==> src/rtl/run_controller.sv <==
// Run/step/halt sequencer producing the pipeline-wide go enable, with halt cause
// tracking and a saturating count of executed (go=1) cycles.
module run_controller #(
  parameter int PC_W  = 12,
  parameter int CNT_W = 32
) (
  input  logic             clk,
  input  logic             rst,
  input  logic             run_btn,
  input  logic             step_btn,
  input  logic             halt_req,
  input  logic             bp_en,
  input  logic [PC_W-1:0]  bp_addr,
  input  logic [PC_W-1:0]  pc,
  input  logic [CNT_W-1:0] budget,
  output logic             go,
  output logic [1:0]       state,
  output logic [1:0]       cause,
  output logic [CNT_W-1:0] run_cycles
);

  typedef enum logic [1:0] {
    IDLE = 2'b00,
    RUN  = 2'b01,
    STEP = 2'b10,
    HALT = 2'b11
  } state_t;

  localparam logic [1:0] CAUSE_NONE = 2'b00;
  localparam logic [1:0] CAUSE_SYS  = 2'b01;
  localparam logic [1:0] CAUSE_BP   = 2'b10;
  localparam logic [1:0] CAUSE_BUD  = 2'b11;

  state_t           state_q, state_d;
  logic [1:0]       cause_q, cause_d;
  logic             run_q, step_q;
  logic             bp_arm, bp_arm_d;
  logic [CNT_W-1:0] cnt_q;
  logic             run_e, step_e, bp_hit, last;

  function automatic logic [CNT_W-1:0] sat_inc(input logic [CNT_W-1:0] v);
    return (&v) ? v : v + {{(CNT_W-1){1'b0}}, 1'b1};
  endfunction

  // Widened by one bit so an all-ones count cannot wrap past the budget.
  function automatic logic budget_last(input logic [CNT_W-1:0] cnt,
                                       input logic [CNT_W-1:0] bud);
    logic [CNT_W:0] nxt;
    nxt = {1'b0, cnt} + {{CNT_W{1'b0}}, 1'b1};
    return (bud != '0) && (nxt >= {1'b0, bud});
  endfunction

  assign run_e      = run_btn & ~run_q;
  assign step_e     = step_btn & ~step_q;
  assign last       = budget_last(cnt_q, budget);
  assign bp_hit     = bp_en & bp_arm & (pc == bp_addr);

  assign go         = (state_q == RUN) || (state_q == STEP);
  assign state      = state_q;
  assign cause      = cause_q;
  assign run_cycles = cnt_q;

  always_comb begin
    state_d = state_q;
    cause_d = cause_q;
    unique case (state_q)
      IDLE: begin
        if (run_e)       state_d = RUN;
        else if (step_e) state_d = STEP;
      end
      RUN: begin
        if (halt_req) begin
          state_d = HALT;
          cause_d = CAUSE_SYS;
        end else if (bp_hit) begin
          state_d = HALT;
          cause_d = CAUSE_BP;
        end else if (last) begin
          state_d = HALT;
          cause_d = CAUSE_BUD;
        end else if (run_e) begin
          state_d = IDLE;
          cause_d = CAUSE_NONE;
        end
      end
      STEP: begin
        if (halt_req) begin
          state_d = HALT;
          cause_d = CAUSE_SYS;
        end else if (last) begin
          state_d = HALT;
          cause_d = CAUSE_BUD;
        end else begin
          state_d = IDLE;
          cause_d = CAUSE_NONE;
        end
      end
      HALT: begin
        // A syscall halt is terminal until reset.
        if (cause_q != CAUSE_SYS) begin
          if (run_e) begin
            state_d = RUN;
            cause_d = CAUSE_NONE;
          end else if (step_e) begin
            state_d = STEP;
            cause_d = CAUSE_NONE;
          end
        end
      end
      default: begin
        state_d = IDLE;
        cause_d = CAUSE_NONE;
      end
    endcase
  end

  // Arm only once a RUN has survived its first go cycle, so a resume at the
  // breakpoint PC does not re-trip immediately.
  assign bp_arm_d = (state_q == RUN) && (state_d == RUN);

  always_ff @(posedge clk or negedge rst) begin
    if (!rst) begin
      state_q <= IDLE;
      cause_q <= CAUSE_NONE;
      run_q   <= 1'b0;
      step_q  <= 1'b0;
      bp_arm  <= 1'b0;
      cnt_q   <= '0;
    end else begin
      state_q <= state_d;
      cause_q <= cause_d;
      run_q   <= run_btn;
      step_q  <= step_btn;
      bp_arm  <= bp_arm_d;
      if (go) cnt_q <= sat_inc(cnt_q);
    end
  end

endmodule
==> config.mk <==
export PLATFORM = sky130hd
export DESIGN_NAME = run_controller
export DESIGN_NICKNAME = d
export VERILOG_FILES = /design/src/rtl/run_controller.sv
export SDC_FILE = /design/constraint.sdc
export NUM_CORES = 1
export LEC_CHECK = 0
export ABC_CLOCK_PERIOD_IN_PS = 4800
export CAP_MARGIN = 20
export CORE_UTILIZATION = 32
export DETAILED_ROUTE_END_ITERATION = 7
export DONT_BUFFER_PORTS = 1
export SLEW_MARGIN = 25
export SYNTH_ARGS = -nofsm -noshare
export SYNTH_HDL_FRONTEND = slang
export SYNTH_SLANG_ARGS = --single-unit
==> constraint.sdc <==
create_clock -name clk -period 4.8 [get_ports clk]
set_clock_uncertainty 0.15 [all_clocks]
set_input_delay 0.24 -clock clk [delete_from_list [all_inputs] [get_ports clk]]
set_output_delay 0.24 -clock clk [all_outputs]
set_load 0.005 [all_outputs]
==> run metrics <==
outcome=finished clean; Slew @ Worst Pin=0.672 ns; setup TNS=0 ns; area grow syn2layout=10.1%; final hold violations=0; Net Sw Frac=23.1%; htree depth=2; cts bufs inserted=5; Diodes inserted=0; largest area contributor in the netlist=dfrtp_1; Comb pwr share=7.3%; Post-synth EDFFs=0; internal power=0.521 mW; yosys warns=0; overall routed net length=8580 um; Avg Vias per Cell=5.27; Root Driver=clkbuf_8; layout cells sized above 1=6.31%; final layout net count=494; Die X=105 um; clock sink count=39; Power Dens Cells=182 mW/mm^2; CP Capture Type=flip-flop; critical path arrival=4.49 ns; Mapped Nets=487; synth top area cells=dfrtp_1, ha_1, xor2_1, xnor2_1, nand2_1; Synth Cell Area=0.00337 sq mm; RSZ-0062 raised after global routing=no; CP Class=reg -> reg; Routed WL per cell=16.1 um; CTS max path bufs=2; Lkg Pwr=1.87 nW; commonest cells after routing, fill and taps aside=xor2_1, nand2_1, dfrtp_1, inv_1, ha_1; synthesized area per cell=8.69 sq um; drt pass-1 iters=4; Seq/Total Area, Yosys=28.9%; Hold Crit Class=in -> reg; Layout Utilization=36.1%; Async SR Flop Fraction=100%; nature of the critical path startpoint=flip-flop; Setup Fix Bufs, Post-CTS=0; post-synth cell types=54; ys flop type=dfrtp_1; total grt overflow=0; Mapped Cells=388; Die ar.=0.0110 sq mm; post-route minimum period=4.46 ns; I/O pin count=99; GP Congestion=0.863; sequential share of power=48.6%; final setup fails=0; Clk Latency, worst-skew pair=0.30 ns; Reg clk slew, reported paths=0.08 ns; crit path max fanout=6; largest net degree at the start of global routing=40; clock share of power=44.0%; HPWL after DPL=6920 um; Rows=37; max-cap violations=0; Critical Path RT=4.83 ns; Max transition margin=55.2%; peak supply drop=0.0967 mV; initial drt markers=116; DRC Markers=0; I/O Buffers=0; initial core utilization=32.8%; P_sw=0.156 mW; post-synth top area share=28.9%; TritonCTS clock tree=yes; Core Area=0.0103 sq mm; Via Count=2,804; Die H=105 um; antenna viol nets, final=0; final worst-path cycle share=92.8%; Tot GR Track Use=16.1%; Peak Freq=224 MHz; commonest non-fill, non-tap cell in the layout=xor2_1; number of global-route vias before repair=2,918; flops & latches, synth=39; fin. max-slew vios=0; initial antenna violation count=0; first-pass GRT wire length=14,200 um
synth_stat cells, drive strengths merged, types with 2 or more instances:
master / n
and3: 8
xor2: 45
buf: 2
a22oi: 3
and2: 2
clkbuf: 3
a21oi: 13
or4: 2
nor3: 11
ha: 37
o211ai: 2
a31oi: 3
nand2b: 2
nor2b: 3
nor4: 13
o21ai: 10
inv: 37
nand2: 44
nand3: 15
a211oi: 4
dfrtp: 39
nor2: 28
and4: 5
or3: 2
xnor2: 28
nand4: 11
per-stage QoR:
| step | hold slack [ns] | cells | setup slack (ns) | total power, mW | instance area (sq um) |
|---|---|---|---|---|---|
| after CTS | 0.0249 | 532 | 0.296 | 0.685 | 3690 |
| after global routing | 0.0420 | 532 | 0.0315 | 0.706 | 3710 |
| after detailed placement | -0.205 | 520 | 0.307 | 0.374 | 3520 |
| after floorplan | -0.206 | 388 | 0.777 | 0.366 | 3370 |
| final | 0.0431 | 532 | 0.344 | 0.677 | 3710 |
| after global placement | -0.205 | 520 | 0.422 | 0.373 | 3520 |
path summary, 6_finish.rpt:
kind	startpoint	end	slack, ns	depth (start not counted)
setup reg to reg	run_cycles[0]	cause[1]	0.34	16
hold / removal	halt_req	cause[0]	0.04	2
max in group asynchronous	rst	run_cycles[3]	4.05	2
min in group asynchronous	rst	bp_arm	0.25	2
setup / recovery	run_cycles[0]	cause[1]	0.34	16
hold reg to reg	run_cycles[29]	run_cycles[29]	0.41	1
sequential cells by signal, indices dropped and copies added, names as in the netlist:
register and flops:
bp_arm 1, state 2, step_q 1, run_q 1
cause 2, run_cycles 32
layer usage:
| metal | wire length (um) | track usage [%] |
|---|---|---|
| met5 | 0 | 0 |
| met4 | 303 | 7.34 |
| met3 | 679 | 5.24 |
| met2 | 4060 | 27.4 |
| met1 | 3540 | 18.4 |
timing repair:
action / CTS / global route
hold buffers: 4 / 0
endpoints found under the hold margin: 41 / 0
endpoints found under the setup margin: 0 / 1
resized for setup: 0 / 3
kinds of logic (layout without fill, tap and decap cells):
family | after synthesis | after routing | share of synthesized area (%)
AOI/OAI and AO/OA | 44 | 44 | 8.49
buffers and inverters | 42 | 50 | 4.93
DFF | 39 | 39 | 28.9
and+or+nand+nor | 151 | 151 | 24.3
adders and majority gates | 37 | 37 | 13.7
xor gates and xnor gates | 73 | 73 | 19.0
muxes | 2 | 2 | 0.631
critical path, cell delays in order (launching register included):
cell,delay [ns]
dfrtp_1,0.48
ha_1,0.28
nand3_1,0.17
or4_1,0.46
nor2_2,0.17
and3_1,0.23
and3_1,0.25
nand3_1,0.11
xnor2_1,0.16
ha_1,0.29
nand4_1,0.12
nor3_1,0.06
a221oi_1,0.28
nand4_1,0.23
o41ai_4,0.39
a31oi_1,0.17
mux2_1,0.33
power by group through the flow:
stage	sequential (mW)	clock (mW)	combinational [mW]
6_report	0.329	0.298	0.0495
5_1_grt	0.329	0.319	0.0577
2_1_floorplan	0.336	0	0.0307
4_1_cts	0.329	0.306	0.0500
3_5_place_dp	0.336	0	0.0384
3_3_place_gp	0.336	0	0.0371
area by class of cell:
type                    count  area [sq um]
fillers                  1059          6560
multi-input cells         307          2250
flip-flops and latches     39           976
well taps                 136           170
inverters                  37           139
clock buffers               6          82.6
repair buffers              5          57.6
clock inverters             2          38.8
Note: power is estimated with default switching activity, not from simulation.
